==> src/rtl/mem_arb_pkg.sv <==
// Shared types for the memory-port arbiter: owner encoding, response tag, default widths.
// Optional build macro used by this slice: ARB_RR_EN (round-robin instead of fixed priority).
package mem_arb_pkg;

  localparam int ADDR_W_DEF     = 32;
  localparam int DATA_W_DEF     = 32;
  localparam int STARVE_MAX_DEF = 4;

  typedef enum logic {
    OWN_INST = 1'b0,
    OWN_DATA = 1'b1
  } owner_e;

  typedef struct packed {
    logic   vld;
    owner_e owner;
  } resp_tag_t;

  localparam resp_tag_t RESP_TAG_RST = '{vld: 1'b0, owner: OWN_INST};

  // Counter width able to hold 0..max inclusive.
  function automatic int cnt_w(input int max);
    return (max < 1) ? 1 : $clog2(max + 1);
  endfunction

endpackage

==> src/rtl/mem_port_arbiter_if.sv <==
// Bundle of the fetch port, the data port and the SRAM port around the arbiter.
// slave = arbiter view, master = pipeline/SRAM view.
interface mem_port_arbiter_if #(
  parameter int ADDR_W = 32,
  parameter int DATA_W = 32
);

  logic                  inst_req;
  logic [ADDR_W-1:0]     inst_addr;
  logic                  inst_cancel;
  logic                  inst_addr_ok;
  logic                  inst_data_ok;
  logic [DATA_W-1:0]     inst_rdata;

  logic                  data_req;
  logic                  data_wr;
  logic [DATA_W/8-1:0]   data_wstrb;
  logic [ADDR_W-1:0]     data_addr;
  logic [DATA_W-1:0]     data_wdata;
  logic                  data_addr_ok;
  logic                  data_data_ok;
  logic [DATA_W-1:0]     data_rdata;

  logic                  sram_en;
  logic [DATA_W/8-1:0]   sram_we;
  logic [ADDR_W-1:0]     sram_addr;
  logic [DATA_W-1:0]     sram_wdata;
  logic [DATA_W-1:0]     sram_rdata;

  modport slave (
    input  inst_req, inst_addr, inst_cancel,
    output inst_addr_ok, inst_data_ok, inst_rdata,
    input  data_req, data_wr, data_wstrb, data_addr, data_wdata,
    output data_addr_ok, data_data_ok, data_rdata,
    output sram_en, sram_we, sram_addr, sram_wdata,
    input  sram_rdata
  );

  modport master (
    output inst_req, inst_addr, inst_cancel,
    input  inst_addr_ok, inst_data_ok, inst_rdata,
    output data_req, data_wr, data_wstrb, data_addr, data_wdata,
    input  data_addr_ok, data_data_ok, data_rdata,
    input  sram_en, sram_we, sram_addr, sram_wdata,
    output sram_rdata
  );

endinterface

==> src/rtl/arb_grant_sel.sv <==
// Combinational winner select for the shared SRAM port; one grant at most per cycle.
// ARB_RR_EN selects round-robin on conflict, otherwise data-first with a starvation guard.
module arb_grant_sel
  import mem_arb_pkg::*;
#(
  parameter int  STARVE_MAX = STARVE_MAX_DEF,
  localparam int CNT_W      = cnt_w(STARVE_MAX)
) (
  input  logic             inst_req,
  input  logic             data_req,
  input  logic [CNT_W-1:0] starve_cnt,
  input  owner_e           rr_last,
  output logic             gnt_inst,
  output logic             gnt_data
);

`ifdef ARB_RR_EN
  logic unused_starve;
  assign unused_starve = ^starve_cnt;

  always_comb begin
    gnt_inst = 1'b0;
    gnt_data = 1'b0;
    if (inst_req && data_req) begin
      // On conflict the side that did not win last time goes now.
      gnt_inst = (rr_last == OWN_DATA);
      gnt_data = (rr_last == OWN_INST);
    end else begin
      gnt_inst = inst_req;
      gnt_data = data_req;
    end
  end
`else
  logic unused_rr_last;
  logic force_inst;
  assign unused_rr_last = rr_last;

  always_comb begin
    force_inst = inst_req && (starve_cnt == CNT_W'(STARVE_MAX));
    gnt_inst   = force_inst || (inst_req && !data_req);
    gnt_data   = data_req && !force_inst;
  end
`endif

endmodule

==> src/rtl/mem_port_arbiter.sv <==
// Shares one single-port synchronous SRAM between the fetch port and the data port,
// returning each response one cycle after issue. Build macro: ARB_RR_EN (round-robin).
module mem_port_arbiter
  import mem_arb_pkg::*;
#(
  parameter int  ADDR_W     = ADDR_W_DEF,
  parameter int  DATA_W     = DATA_W_DEF,
  parameter int  STARVE_MAX = STARVE_MAX_DEF,
  localparam int CNT_W      = cnt_w(STARVE_MAX)
) (
  input  logic              clk,
  input  logic              resetn,
  mem_port_arbiter_if.slave bus
);

  resp_tag_t           resp_q, resp_d;
  logic [CNT_W-1:0]    starve_cnt_q, starve_cnt_d;
  owner_e              rr_last_q, rr_last_d;

  logic                gnt_inst;
  logic                gnt_data;
  logic                issue;
  logic [ADDR_W-1:0]   issue_addr;
  logic [DATA_W-1:0]   issue_wdata;

  arb_grant_sel #(
    .STARVE_MAX (STARVE_MAX)
  ) u_grant_sel (
    .inst_req   (bus.inst_req),
    .data_req   (bus.data_req),
    .starve_cnt (starve_cnt_q),
    .rr_last    (rr_last_q),
    .gnt_inst   (gnt_inst),
    .gnt_data   (gnt_data)
  );

  assign issue = gnt_inst | gnt_data;

  // State registers
  always_ff @(posedge clk or negedge resetn) begin
    if (!resetn) begin
      resp_q       <= RESP_TAG_RST;
      starve_cnt_q <= '0;
      rr_last_q    <= OWN_DATA;
    end else begin
      resp_q       <= resp_d;
      starve_cnt_q <= starve_cnt_d;
      rr_last_q    <= rr_last_d;
    end
  end

  // Next-state logic
  always_comb begin
    resp_d       = resp_q;
    starve_cnt_d = starve_cnt_q;
    rr_last_d    = rr_last_q;

    resp_d.vld = issue;
    if (issue) begin
      resp_d.owner = gnt_data ? OWN_DATA : OWN_INST;
    end

`ifdef ARB_RR_EN
    starve_cnt_d = '0;
    if (issue) begin
      rr_last_d = gnt_data ? OWN_DATA : OWN_INST;
    end
`else
    // Counts data wins that happened while fetch was waiting; saturates at the limit.
    if (!bus.inst_req || gnt_inst) begin
      starve_cnt_d = '0;
    end else if (gnt_data && (starve_cnt_q != CNT_W'(STARVE_MAX))) begin
      starve_cnt_d = starve_cnt_q + CNT_W'(1);
    end
`endif
  end

  // Output logic
  always_comb begin
    issue_addr  = gnt_data ? bus.data_addr : bus.inst_addr;
    issue_wdata = bus.data_wdata;

    bus.inst_addr_ok = resetn & gnt_inst;
    bus.data_addr_ok = resetn & gnt_data;

    bus.sram_en    = resetn & issue;
    bus.sram_we    = (resetn && gnt_data && bus.data_wr) ? bus.data_wstrb : '0;
    bus.sram_addr  = issue_addr;
    bus.sram_wdata = issue_wdata;

    // A cancel only hides a fetch response already in flight, never a fresh accept.
    bus.inst_data_ok = resetn & resp_q.vld & (resp_q.owner == OWN_INST) & ~bus.inst_cancel;
    bus.data_data_ok = resetn & resp_q.vld & (resp_q.owner == OWN_DATA);

    bus.inst_rdata = bus.sram_rdata;
    bus.data_rdata = bus.sram_rdata;
  end

  a_one_grant: assert property (@(posedge clk) disable iff (!resetn)
    !(gnt_inst && gnt_data));

  a_data_latency: assert property (@(posedge clk) disable iff (!resetn)
    bus.data_addr_ok |=> bus.data_data_ok);

endmodule
==> src/flat_wrapper.sv <==
// flat-port wrapper written by rule: the top's interface ports become plain ports
module mem_port_arbiter_flat import mem_arb_pkg::*;
#(
  parameter int  ADDR_W     = ADDR_W_DEF,
  parameter int  DATA_W     = DATA_W_DEF,
  parameter int  STARVE_MAX = STARVE_MAX_DEF,
  localparam int CNT_W      = cnt_w(STARVE_MAX)
)
  (clk, resetn, bus_inst_req, bus_inst_addr, bus_inst_cancel, bus_inst_addr_ok, bus_inst_data_ok, bus_inst_rdata, bus_data_req, bus_data_wr, bus_data_wstrb, bus_data_addr, bus_data_wdata, bus_data_addr_ok, bus_data_data_ok, bus_data_rdata, bus_sram_en, bus_sram_we, bus_sram_addr, bus_sram_wdata, bus_sram_rdata);
  mem_port_arbiter_if #(.ADDR_W(ADDR_W), .DATA_W(DATA_W)) bus_i ();
  input  logic clk;
  input  logic resetn;
  input wire logic [$bits(bus_i.inst_req)-1:0] bus_inst_req;
  input wire logic [$bits(bus_i.inst_addr)-1:0] bus_inst_addr;
  input wire logic [$bits(bus_i.inst_cancel)-1:0] bus_inst_cancel;
  output wire logic [$bits(bus_i.inst_addr_ok)-1:0] bus_inst_addr_ok;
  output wire logic [$bits(bus_i.inst_data_ok)-1:0] bus_inst_data_ok;
  output wire logic [$bits(bus_i.inst_rdata)-1:0] bus_inst_rdata;
  input wire logic [$bits(bus_i.data_req)-1:0] bus_data_req;
  input wire logic [$bits(bus_i.data_wr)-1:0] bus_data_wr;
  input wire logic [$bits(bus_i.data_wstrb)-1:0] bus_data_wstrb;
  input wire logic [$bits(bus_i.data_addr)-1:0] bus_data_addr;
  input wire logic [$bits(bus_i.data_wdata)-1:0] bus_data_wdata;
  output wire logic [$bits(bus_i.data_addr_ok)-1:0] bus_data_addr_ok;
  output wire logic [$bits(bus_i.data_data_ok)-1:0] bus_data_data_ok;
  output wire logic [$bits(bus_i.data_rdata)-1:0] bus_data_rdata;
  output wire logic [$bits(bus_i.sram_en)-1:0] bus_sram_en;
  output wire logic [$bits(bus_i.sram_we)-1:0] bus_sram_we;
  output wire logic [$bits(bus_i.sram_addr)-1:0] bus_sram_addr;
  output wire logic [$bits(bus_i.sram_wdata)-1:0] bus_sram_wdata;
  input wire logic [$bits(bus_i.sram_rdata)-1:0] bus_sram_rdata;
  assign bus_i.inst_req = bus_inst_req;
  assign bus_i.inst_addr = bus_inst_addr;
  assign bus_i.inst_cancel = bus_inst_cancel;
  assign bus_inst_addr_ok = bus_i.inst_addr_ok;
  assign bus_inst_data_ok = bus_i.inst_data_ok;
  assign bus_inst_rdata = bus_i.inst_rdata;
  assign bus_i.data_req = bus_data_req;
  assign bus_i.data_wr = bus_data_wr;
  assign bus_i.data_wstrb = bus_data_wstrb;
  assign bus_i.data_addr = bus_data_addr;
  assign bus_i.data_wdata = bus_data_wdata;
  assign bus_data_addr_ok = bus_i.data_addr_ok;
  assign bus_data_data_ok = bus_i.data_data_ok;
  assign bus_data_rdata = bus_i.data_rdata;
  assign bus_sram_en = bus_i.sram_en;
  assign bus_sram_we = bus_i.sram_we;
  assign bus_sram_addr = bus_i.sram_addr;
  assign bus_sram_wdata = bus_i.sram_wdata;
  assign bus_i.sram_rdata = bus_sram_rdata;
  mem_port_arbiter #(.ADDR_W(ADDR_W), .DATA_W(DATA_W), .STARVE_MAX(STARVE_MAX)) u_core (.clk(clk), .resetn(resetn), .bus(bus_i));
endmodule
==> config.mk <==
export PLATFORM = sky130hd
export DESIGN_NAME = mem_port_arbiter_flat
export DESIGN_NICKNAME = d
export VERILOG_FILES = /design/src/rtl/mem_arb_pkg.sv /design/src/rtl/mem_port_arbiter_if.sv /design/src/rtl/arb_grant_sel.sv /design/src/rtl/mem_port_arbiter.sv /design/src/flat_wrapper.sv
export SDC_FILE = /design/constraint.sdc
export NUM_CORES = 1
export LEC_CHECK = 0
export CORE_AREA = 5 5 104 106
export CTS_CLUSTER_SIZE = 12
export DETAILED_ROUTE_END_ITERATION = 12
export DIE_AREA = 0 0 109 111
export PLACE_DENSITY = 0.72
export SYNTH_ARGS = -nofsm -noshare
export SYNTH_HDL_FRONTEND = slang
export SYNTH_SLANG_ARGS = --single-unit
==> constraint.sdc <==
create_clock -name clk -period 1.3 [get_ports clk]
set_input_delay 0.13 -clock clk [delete_from_list [all_inputs] [get_ports clk]]
set_output_delay 0.13 -clock clk [all_outputs]
set_load 0.02 [all_outputs]
======== Word level (Yosys, flattened, before mapping) ========
Index checks and enable logic that the tools add are counted.
word-level totals
  RAM bits ................................ 0
  word-level logic and storage cells ...... 33
  input bits .............................. 138
  register bits ........................... 5
  memories kept ........................... 0
  bits in read-only memories .............. 0
  output and inout bits ................... 137
  bits in latches ......................... 0
cells by class
  magnitude comparators ................... 0
  bitwise logic cells ..................... 10
  div/mod/pow operators ................... 0
  multipliers ............................. 0
  shift-type cells ........................ 0
  eq/ne operators ......................... 2
  mux-type cells .......................... 5
  $add $sub $neg .......................... 1
  reduce and logical (&&, ||, !) cells .... 12
operators by type and width
  operator                                                        number
  32-bit two-way mux                                              1
  1-bit bitwise AND                                               7
  1-bit logical AND                                               6
  3-bit two-way mux                                               2
  4-bit two-way mux                                               1
  3-bit by 1-bit adder with 3-bit output (second input constant)  1
  3-bit == test (second input constant)                           1
  1-bit logical NOT                                               3
  3-bit inequality test (second input constant)                   1
  1-bit logical OR                                                2
  1-bit inverter                                                  2
  2-bit nonzero test                                              1
  1-bit two-way mux                                               1
  1-bit bitwise OR                                                1

======== Logic depth before layout (Yosys ltp) ========
Gate-level depths: netlist of run 1.
  depth in word-level cells ............... 7
  gate-level depth with buffers ........... 7
  mapped depth without buffers ............ 4

======== Cells and area by module ========
From an unflattened synthesis of run 1, not the netlist that was laid out.
second synthesis, totals
  cell total of the unflattened synthesis .. 170
  area, all modules ....................... 1,475.2 um^2
by module, submodules not included
  module            cells an instance  sequential area each (um^2)  instances  area each (um^2)
  mem_port_arbiter  166                125.1                        1          1,450.1
  arb_grant_sel     4                  0.0                          1          25.0

======== Worst setup path after synthesis of run 1 ========
Ideal clock, no wire load.
  path type ............................... register to output
  from .................................... register u_core.starve_cnt_q[0]
  to ...................................... output bus_sram_we[0]
  cell stages (with the launch flop) ...... 7
  arrival time ............................ 1.580 ns
  setup slack ............................. -0.410 ns
  buffers on the path ..................... 2
  required time ........................... 1.170 ns
  cells stage by stage .................... dfrtp_1 inv_1 ha_1 buf_2 and3_4 buf_2 nor3b_1
between the ends
  longest elaborated chain between the ends .. 7
RTL lines
  element                          line                    RTL
  from (decl)                      mem_port_arbiter.sv:17  logic [CNT_W-1:0] starve_cnt_q, starve_cnt_d;
  from (signal assigned)           mem_port_arbiter.sv:47  starve_cnt_q <= starve_cnt_d;
  3-bit == test                    arb_grant_sel.sv:39     force_inst = inst_req && (starve_cnt == CNT_W'(STARVE_MAX));
  1-bit logical AND                arb_grant_sel.sv:39
  1-bit logical NOT                arb_grant_sel.sv:41     gnt_data = data_req && !force_inst;
  1-bit logical AND                arb_grant_sel.sv:41
  1-bit logical AND (2 in series)  mem_port_arbiter.sv:87  bus.sram_we = (resetn && gnt_data && bus.data_wr) ? bus.data_wstrb : '0;
  4-bit two-way mux                mem_port_arbiter.sv:87
  to (decl)                        flat_wrapper.sv:28      output wire logic [$bits(bus_i.sram_we)-1:0] bus_sram_we;
No other way between the ends.

======== Worst setup path in the final report of run 1 ========
  from .................................... register u_core.starve_cnt_q[1]
  to ...................................... output bus_sram_addr[31]
between the ends
  longest elaborated chain between the ends .. 5
RTL lines
  element             line                    RTL
  3-bit == test       arb_grant_sel.sv:39
  1-bit logical AND   arb_grant_sel.sv:39
  1-bit logical NOT   arb_grant_sel.sv:41
  1-bit logical AND   arb_grant_sel.sv:41
  32-bit two-way mux  mem_port_arbiter.sv:80  issue_addr = gnt_data ? bus.data_addr : bus.inst_addr;
  to (decl)           flat_wrapper.sv:29      output wire logic [$bits(bus_i.sram_addr)-1:0] bus_sram_addr;
No other way between the ends.

==> flow_summary_export.csv, run 1 <==
group,metric,value,unit
run_status,status,"finished with violations",
run_status,violations,"negative setup slack",
critical_path,data_arrival_time_of_the_critical_path,1.57,ns
cells_and_area,final_nets,457,
routing,drt-pass1-iter-count,4,
timing,rsz_0062_raised_after_global_routing,"true",
critical_path,slowest_delay,0.38,ns
synthesis,synth-main-ff-cell,"dfrtp_1",
floorplanning,fp.coreArea,0.009684,mm2
critical_path,critical_path.endpoint_type,"primary output",
timing,timing.final.max_slew_violations,0,
grt,initial_antenna_violation_count,0,
synthesis,synthArstFlopShare,100.0,%
critical_path,critical_path.cell_chain,"inv_2 > ha_4 > and3_4 > buf_12 > buf_12 > o211ai_1 > buf_4",
critical_path,total_buffers_and_inverters_traversed_by_the_critical_path,4,
critical_path,cp_common_cell,"buf_12",
timing,achievable-frequency,0.5866,GHz
timing,period_share,131.1,%
clock_tree,tritoncts_num_sinks,5,
grt,global_route.usage.total,10.60,%
synthesis,postSynthNetCount,423,
routing,wire_per_inst,14.98,um
synthesis,post_synth_num_cell_types,22,
power,static-leakage-power,1.116,nW
synthesis,synth.cell_area,0.001966,mm2
timing,report.final.hold_viol_count,0,
floorplanning,floorplan.die.width,109,um
cells_and_area,area_growth_syn_to_fin,49.84,%
clock_tree,clock_tree_from_tritoncts,"built",
routing,route.vias.total,2006,
grt,grt_first_pass_wirelength,10470,um
routing,detail_route.iter0.violations,62,
floorplanning,placementRows,36,
synthesis,synth_sequential_area_ratio,6.365,%
critical_path,critical_path.startpoint_type,"flip-flop",
placed_design,hpwlAfterDp,5327,um
routing,detailroute.wirelength.met2,3346,um
timing,setup_ws,-0.4046,ns
synthesis,yosysWarningCount,0,
cells_and_area,num-fill-cells,1045,
synthesis,synth_top_cells_by_area,"buf_4 (37%), nand2b_1 (10%), nand4_1 (10%), o211ai_1 (8.4%), nand2_1 (6.7%)",
synthesis,synthCells,283,
routing,route.top_layer_used,"met4",
cells_and_area,final_util,30.41,%
timing,layout_min_cycle_time,1.705,ns
routing,wl_met1,2510,um
synthesis,synth.ff_latch_count,5,
clock_tree,cts.root.buffer_cell,"clkbuf_8",
synthesis,yosys.cell_count.top_type,"buf_4",
critical_path,critPathMaxFanout,6,
synthesis,synth_top_cells_by_count,"buf_4 (96), nand2_1 (35), nand2b_1 (32), nand4_1 (32), o211ai_1 (22)",
grt,largest_net_degree_at_the_start_of_global_routing,39,
placed_design,buffer_ports.inserted,114,
clock_tree,path_clk_slew,0.04,ns
critical_path,crit_family,"buffers and inverters",
floorplanning,ioPinCount,275,
clock_tree,number_of_buffers_inserted_for_hold_repair_after_clock_tree_synthesis,0,
routing,detail_route.vias_per_cell,4.468,
synthesis,netlist.area_leader.share,36.66,%
clock_tree,skew_pair_late_insertion_delay,0.22,ns
routing,number_of_remaining_drc_errors,0,
timing,maxSlewHeadroom,79.71,%
run,cap_viol_max_count,0,
placed_design,place.gp.congestion,0.7147,
synthesis,synth_edf_count,0,
clock_tree,tritoncts.num_buffers,3,
cells_and_area,antennaDiodeCount,0,
placed_design,dp.cells,433,
clock_tree,clockBufferDepth,2,
power,power_density,439.6,mW/mm2
floorplanning,floorplan.initialDensity,20.30,%
floorplanning,die_h,111,um
grt,grt.overflow.total,0,
critical_path,timing.critical_path.required,1.17,ns
floorplanning,design.die.area,0.01210,mm2
synthesis,synth.largest_area_cell,"buf_4",
critical_path,critical_path_type,"reg -> out",
timing,skew,0.002966,ns
cells_and_area,final_cells,449,
routing,postRouteAntennaNets,0,
critical_path,worst_path_max_delay_cell,"dfrtp_1",
routing,wl_met3,585,um
synthesis,mean_area_per_synthesized_cell,6.946,um2
hold_path,holdCritPathClass,"in -> out",
timing,final-setup-viol-count,41,
cells_and_area,layout_cells_sized_above_1,32.91,%
clock_tree,cts-htree-levels,1,
power,ir_drop,0.2534,mV
grt,number_of_global_route_vias_before_repair,2140,
timing,tightest_slew,0.3043,ns
routing,wl,6727,um
-- metal layers --
metal / vias to the layer above / global-route usage (%)
met5: - / 0
met4: 0 / 4.798
met3: 45 / 2.970
met2: 93 / 18.88
met1: 922 / 11.36
li1: 946 / -
-- logic make-up after synthesis --
family | count (synthesis) | share of synthesized area [%]
buf+inv | 124 | 43.60
compound gates | 34 | 15.47
xor+xnor | 1 | 0.4457
flops | 5 | 6.365
fa+ha+maj | 2 | 1.273
simple gates | 117 | 32.85
-- cell usage in the layout (no fill, tap or decap), drive strengths merged --
master,count
a21oi,1
ha,2
inv,3
nand3,5
nor3b,5
buf,76
a22o,1
clkbuf,5
dlygate4sd2,2
clkdlybuf4s50,70
nand4,32
or2,1
nor3,3
nand2b,32
and2,1
clkdlybuf4s15,1
dfrtp,5
xnor2,1
o211ai,32
nand2,35
and3,3
-- area by class of cell --
type / count / area [um2] / share of cell area [%]
multi-input cells: 154 / 1141 / 38.74
well taps: 133 / 166.4 / 5.650
inverters: 3 / 11.26 / 0.3823
repair buffers: 150 / 1456 / 49.45
clock buffers: 4 / 45.04 / 1.529
flip-flops and latches: 5 / 125.1 / 4.248
-- registers in the layout (all words and copies together), names as in the netlist --
name                 count
u_core.starve_cnt_q      3
u_core.resp_q            2
-- power by group --
group          internal (mW)  switching [mW]  total (mW)
registers              0.163         0.00430       0.168
clock network          0.210          0.0717       0.282
logic                  0.466           0.379       0.845
total                  0.839           0.455        1.29
-- path summary, 6_finish.rpt --
| path | startpoint | endpoint | slack [ns] | depth (start not counted) |
|---|---|---|---|---|
| max | u_core.starve_cnt_q[1] | bus_sram_addr[31] | -0.40 | 7 |
| min | bus_data_wdata[17] | bus_sram_wdata[17] | 0.26 | 0 |
| max reg2reg | u_core.starve_cnt_q[1] | u_core.starve_cnt_q[0] | -0.07 | 6 |
| min reg2reg | u_core.starve_cnt_q[0] | u_core.starve_cnt_q[0] | 0.55 | 2 |
| max in group asynchronous | resetn | u_core.resp_q[1] | 0.92 | 3 |
| min in group asynchronous | resetn | u_core.starve_cnt_q[2] | 0.27 | 3 |
-- per-stage QoR --
| step | setup WS [ns] | power [mW] | cell area, um2 | TNS, ns | hold slack, ns |
|---|---|---|---|---|---|
| global route | -0.4751 | 1.370 | 2945 | -15.53 | 0.2600 |
| finish | -0.4046 | 1.295 | 2945 | -13.15 | 0.2600 |
| floorplan | -0.1657 | 0.9664 | 2103 | -5.579 | -0.1656 |
| CTS | -0.4575 | 1.306 | 2952 | -14.77 | 0.2601 |
| detailed placement | -0.7216 | 1.026 | 2788 | -26.78 | 0.2601 |
| global placement | -0.6695 | 1.017 | 2788 | -25.41 | 0.2601 |
-- what timing repair did --
action / in CTS / in global routing
gates cloned: 2 / 0
resized for setup: 209 / 14
buffers inserted: 9 / 3
pin swaps: 9 / 5
setup endpoints to repair: 45 / 44
No activity file was read; power rests on OpenSTA's default activity.
==> run 2, diff against run 1 <==
- GPL_ROUTABILITY_DRIVEN: default -> 0
- PLACE_DENSITY: 0.72 -> 0.69
==> run 2 against run 1 <==
Compared with the run above: the flow still finishes with violations (negative setup slack); sequential power about the same; core utilization increased by 0.35 points; non-clock buffer count decreased by 7; clock-buffer cell count unchanged; critical path type unchanged; critical endpoint is now bus_sram_addr[20]; largest power group unchanged.
==> flow_summary_export.csv, run 2 (same netlist as run 1, synthesis figures left out) <==
group,metric,value,unit
clock_tree,tritoncts_num_sinks,5,
clock_tree,skew_pair_late_insertion_delay,0.22,ns
routing,postRouteAntennaNets,0,
floorplanning,fp.coreArea,0.009684,mm2
run,cap_viol_max_count,0,
grt,global_route.usage.total,11.21,%
clock_tree,cts-htree-levels,1,
cells_and_area,flip_flop_count_of_the_largest_register_all_copies_and_words_added,3,
timing,rsz_0062_raised_after_global_routing,"true",
clock_tree,clockBufferDepth,2,
placed_design,dp.cells,425,
timing,layout_min_cycle_time,1.702,ns
floorplanning,floorplan.initialDensity,20.30,%
routing,route.vias.total,2008,
critical_path,worstRegToRegCells,7,
grt,largest_net_degree_at_the_start_of_global_routing,37,
critical_path,critPathMaxFanout,5,
timing,maxSlewHeadroom,85.47,%
routing,wl,6907,um
grt,number_of_global_route_vias_before_repair,2117,
floorplanning,ioPinCount,275,
routing,drt-pass1-iter-count,4,
critical_path,worst-r2r-setup-slack,-0.11,ns
placed_design,hpwlAfterDp,5029,um
cells_and_area,layout.cells.most_common,"clkdlybuf4s50_1",
timing,skew,0.003872,ns
cells_and_area,final_nets,450,
timing,tightest_slew,0.2175,ns
cells_and_area,antennaDiodeCount,0,
routing,detail_route.iter0.violations,134,
clock_tree,tritoncts.num_buffers,3,
cells_and_area,layout_cells_sized_above_1,31.39,%
floorplanning,design.die.area,0.01210,mm2
timing,report.final.hold_viol_count,0,
floorplanning,placementRows,36,
run_status,status,"finished with violations",
cells_and_area,area_growth_syn_to_fin,51.56,%
critical_path,critical_path.endpoint_type,"primary output",
power,ir_drop,0.1837,mV
cells_and_area,largestRegisters,"u_core.starve_cnt_q (3), u_core.resp_q (2)",
cells_and_area,top_register,"u_core.starve_cnt_q",
floorplanning,floorplan.die.width,109,um
hold_path,holdCritPathClass,"in -> async",
floorplanning,die_h,111,um
timing,achievable-frequency,0.5875,GHz
critical_path,worst_setup_path_endpoint,"bus_sram_addr[20]",
critical_path,timing.critical_path.required,1.17,ns
placed_design,dp_slack,-0.7051,ns
routing,wire_per_inst,15.63,um
routing,detail_route.vias_per_cell,4.543,
timing,final-setup-viol-count,41,
cells_and_area,most-common-layout-cells,"clkdlybuf4s50_1 (70), buf_4 (38), nand2_1 (35)",
clock_tree,cts.root.buffer_cell,"clkbuf_8",
grt,grt_first_pass_wirelength,10880,um
grt,grt.overflow.total,0,
clock_tree,path_clk_slew,0.04,ns
timing,setup_ws,-0.4020,ns
critical_path,regToRegStartpoint,"u_core.starve_cnt_q[1]",
cells_and_area,final_cells,442,
timing,period_share,130.9,%
critical_path,critical_path.startpoint_type,"flip-flop",
critical_path,worst_setup_path_startpoint,"u_core.starve_cnt_q[0]",
critical_path,critical_path_type,"reg -> out",
critical_path,r2r-end,"u_core.starve_cnt_q[1]",
power,post-layout-total-power,1.359,mW
power,static-leakage-power,1.106,nW
run_status,violations,"negative setup slack",
clock_tree,clock_tree_from_tritoncts,"built",
routing,number_of_remaining_drc_errors,0,
critical_path,data_arrival_time_of_the_critical_path,1.57,ns
grt,initial_antenna_violation_count,0,
timing,timing.final.max_slew_violations,0,
power,power_density,456.3,mW/mm2
placed_design,buffer_ports.inserted,114,
[run 2: changes by cell type in the layout (fill, tap and decap cells not counted), sizes merged]
cell           delta
bufbuf            +1
buf               -9
dlygate4sd3       +1
clkdlybuf4s15     +1
clkbuf            -1
[run 2: area by class of cell]
cell class                      count  area, um2
Fill cell                        1029       6705
Timing Repair Buffer              143       1478
Multi-Input combinational cell    154       1154
Tap cell                          133      166.4
Sequential cell                     5      125.1
Clock buffer                        4      45.04
Inverter                            3      11.26
[run 2: metal layers]
layer,GRT usage [%],share of wire (%),up-vias
li1,-,-,931
met1,12.72,39,923
met2,18.51,48,100
met3,3.320,9.1,54
met4,6.145,4.3,0
met5,0,0,-
[run 2: metrics by stage]
stage | cell area, um2 | util (%) | hold WS [ns] | TNS [ns]
3_5_place_dp | 2728 | 28.17 | 0.2601 | -27.49
3_3_place_gp | 2728 | 28.17 | 0.2601 | -28.59
4_1_cts | 3008 | 31.06 | 0.08960 | -15.40
5_1_grt | 2979 | 30.76 | 0.1118 | -15.65
2_1_floorplan | 2103 | - | -0.1656 | -5.579
6_report | 2979 | 30.76 | 0.08349 | -12.91
[run 2: power breakdown]
part	total [mW]	internal, mW	switching (mW)
sequential	0.168	0.163	0.00470
combinational	0.902	0.511	0.391
clock	0.289	0.211	0.0782
total	1.36	0.886	0.474
[run 2: worst max-delay path: stages, from the launching register on]
cell and delay [ns]:
dfrtp_1 0.36, inv_2 0.05, ha_4 0.17, and3_4 0.20, buf_12 0.15, buf_12 0.12, o211ai_4 0.16, buf_6 0.14
[run 2: what timing repair did]
item / CTS / global route
endpoints found under the hold margin: 2 / 0
setup buffers: 9 / 5
pin swaps: 11 / 11
hold buffers: 1 / 0
gates resized for setup: 227 / 11
gates cloned: 4 / 0
setup endpoints to repair: 45 / 43
[run 2: how the worst min path moves through the flow]
stage | end | slack [ns] | startpoint | cells after the start
after detailed placement | bus_sram_wdata[13] | 0.26 | bus_data_wdata[13] | 0
after global placement | bus_sram_wdata[13] | 0.26 | bus_data_wdata[13] | 0
after floorplan | u_core.resp_q[0] | -0.17 | resetn | 0
after global routing | u_core.starve_cnt_q[2] | 0.11 | resetn | 3
after CTS | u_core.starve_cnt_q[2] | 0.09 | resetn | 3
final | u_core.starve_cnt_q[0] | 0.08 | resetn | 3
==> run 3, diff against run 2 <==
- CORE_AREA: 5 5 104 106 -> 3 3 105 107
- DIE_AREA: 0 0 109 111 -> 0 0 108 110
- PLACE_DENSITY: 0.69 -> 0.66
==> run 3 against run 2 <==
Compared with the run above: the run ends with negative hold slack, negative setup slack left; flip-flop and latch count unchanged; final area decreased by 1.4%; setup slack got worse by 0.034 ns; clock power about the same; global-route usage decreased by 0.37 points; via count about the same; routed wire length increased by 0.84%; core utilization decreased by 2.1 points; clock skew decreased by 0.00054 ns; clock-buffer cell count unchanged; non-clock buffer count unchanged; worst hold slack got worse by 0.10 ns; critical endpoint is now bus_sram_addr[1].
==> flow_summary_export.csv, run 3 (same netlist as run 1, synthesis figures left out) <==
group,metric,value,unit
placed_design,dp.cells,431,
critical_path,critPathMaxFanout,6,
clock_tree,path_clk_slew,0.04,ns
routing,number_of_remaining_drc_errors,0,
routing,wire_per_inst,15.65,um
floorplanning,placementRows,37,
routing,route.vias.total,2010,
timing,final-setup-viol-count,42,
power,ir_drop,0.1884,mV
placed_design,hpwlAfterDp,5150,um
timing,setup_ws,-0.4357,ns
floorplanning,design.die.area,0.01188,mm2
timing,maxSlewHeadroom,85.24,%
placed_design,detailed_place.area,0.002754,mm2
floorplanning,fp.coreArea,0.01023,mm2
critical_path,critical_path.startpoint_type,"flip-flop",
grt,grt.overflow.total,0,
timing,skew,0.003329,ns
routing,wl,6965,um
run_status,status,"finished with violations",
hold_path,holdCritPathClass,"in -> async",
clock_tree,clock_tree_from_tritoncts,"built",
run_status,violations,"negative hold slack, negative setup slack",
power,static-leakage-power,1.114,nW
cells_and_area,antennaDiodeCount,0,
timing,timing.final.max_slew_violations,0,
timing,period_share,133.5,%
grt,global_route.usage.total,10.85,%
routing,detail_route.iter0.violations,66,
run,cap_viol_max_count,0,
timing,sum_of_negative_setup_slack,-14.17,ns
clock_tree,skew_pair_late_insertion_delay,0.22,ns
power,power_density,458.1,mW/mm2
cells_and_area,largestRegisters,"u_core.starve_cnt_q (3), u_core.resp_q (2)",
cells_and_area,layout_cells_sized_above_1,31.72,%
routing,detail_route.vias_per_cell,4.517,
grt,initial_antenna_violation_count,0,
clock_tree,clockBufferDepth,2,
critical_path,worst-r2r-setup-slack,-0.10,ns
placed_design,buffer_ports.inserted,114,
timing,report.final.hold_viol_count,3,
cells_and_area,layout.cells.most_common,"clkdlybuf4s50_1",
cells_and_area,final_nets,450,
timing,achievable-frequency,0.5761,GHz
cells_and_area,area_growth_syn_to_fin,49.40,%
cells_and_area,most-common-layout-cells,"clkdlybuf4s50_1 (70), buf_4 (41), nand2_1 (35)",
timing,rsz_0062_raised_after_global_routing,"true",
critical_path,timing.critical_path.required,1.17,ns
floorplanning,floorplan.die.width,108,um
critical_path,critical_path_type,"reg -> out",
power,post-layout-total-power,1.345,mW
clock_tree,tritoncts.num_buffers,3,
critical_path,data_arrival_time_of_the_critical_path,1.61,ns
cells_and_area,top_register,"u_core.starve_cnt_q",
timing,worst_hold_slack_across_all_endpoints,-0.02097,ns
critical_path,critical_path.cell_chain,"inv_2 > ha_4 > and3_4 > buf_12 > buf_8 > o211ai_1 > buf_4",
timing,tightest_slew,0.2214,ns
critical_path,critical_path.endpoint_type,"primary output",
critical_path,slowest_delay,0.35,ns
routing,drt-pass1-iter-count,4,
grt,number_of_global_route_vias_before_repair,1984,
critical_path,worst_path_max_delay_cell,"dfrtp_1",
clock_tree,tritoncts_num_sinks,5,
cells_and_area,final_cells,445,
clock_tree,cts-htree-levels,1,
floorplanning,die_h,110,um
grt,largest_net_degree_at_the_start_of_global_routing,40,
floorplanning,floorplan.initialDensity,19.21,%
routing,postRouteAntennaNets,0,
cells_and_area,flip_flop_count_of_the_largest_register_all_copies_and_words_added,3,
grt,grt_first_pass_wirelength,10210,um
clock_tree,cts.root.buffer_cell,"clkbuf_8",
timing,layout_min_cycle_time,1.736,ns
cells_and_area,finalInstanceArea,0.002937,mm2
floorplanning,ioPinCount,275,
==> run 3: timing repair <==
item,CTS,global route
setup buffers,5,3
setup endpoints to repair,45,44
hold buffers,0,1
resized for setup,229,6
gates cloned,3,1
hold endpoints to repair,0,2
pin swaps,12,13
==> run 3: critical path: cells and delay by family, from the launching register on <==
| family | cells | cell delay [ns] |
|---|---|---|
| buffers and inverters | 4 | 0.50 |
| flip-flops | 1 | 0.35 |
| AO/OA/AOI/OAI | 1 | 0.19 |
| adder cells (fa/ha/maj) | 1 | 0.17 |
| AND/OR/NAND/NOR | 1 | 0.17 |
==> run 3: area by class of cell <==
cell class | count | area, um2
repair buffers | 143 | 1458
fillers | 1104 | 7295
clock buffers | 4 | 45.04
flip-flops and latches | 5 | 125.1
multi-input cells | 154 | 1127
inverters | 3 | 11.26
well taps | 136 | 170.2
==> run 3: metrics by stage <==
step	setup slack, ns	util (%)
after floorplan	-0.1657	-
after global placement	-0.6446	26.92
after detailed placement	-0.6836	26.92
after CTS	-0.4445	28.56
after global routing	-0.4855	28.70
final	-0.4357	28.70
==> run 3: report_power, final <==
group / switching, mW / internal, mW
registers: 0.00460 / 0.163
logic: 0.386 / 0.505
clock network: 0.0759 / 0.210
==> run 3: metal layers <==
metal	vias to the layer above	wire, um	GRT usage, %
met5	-	0	0
met4	0	230	4.959
met3	44	583	3.087
met2	106	3563	19.32
met1	929	2587	11.97
li1	931	-	-
==> run 3: final timing paths <==
kind / start / end / cells past startpoint
setup / recovery: u_core.starve_cnt_q[1] / bus_sram_addr[1] / 7
hold / removal: resetn / u_core.starve_cnt_q[2] / 3
setup reg to reg: u_core.starve_cnt_q[1] / u_core.starve_cnt_q[1] / 7
hold reg to reg: u_core.resp_q[0] / u_core.resp_q[0] / 1
max in group asynchronous: resetn / u_core.resp_q[0] / 3
min in group clk: bus_data_wdata[15] / bus_sram_wdata[15] / 0
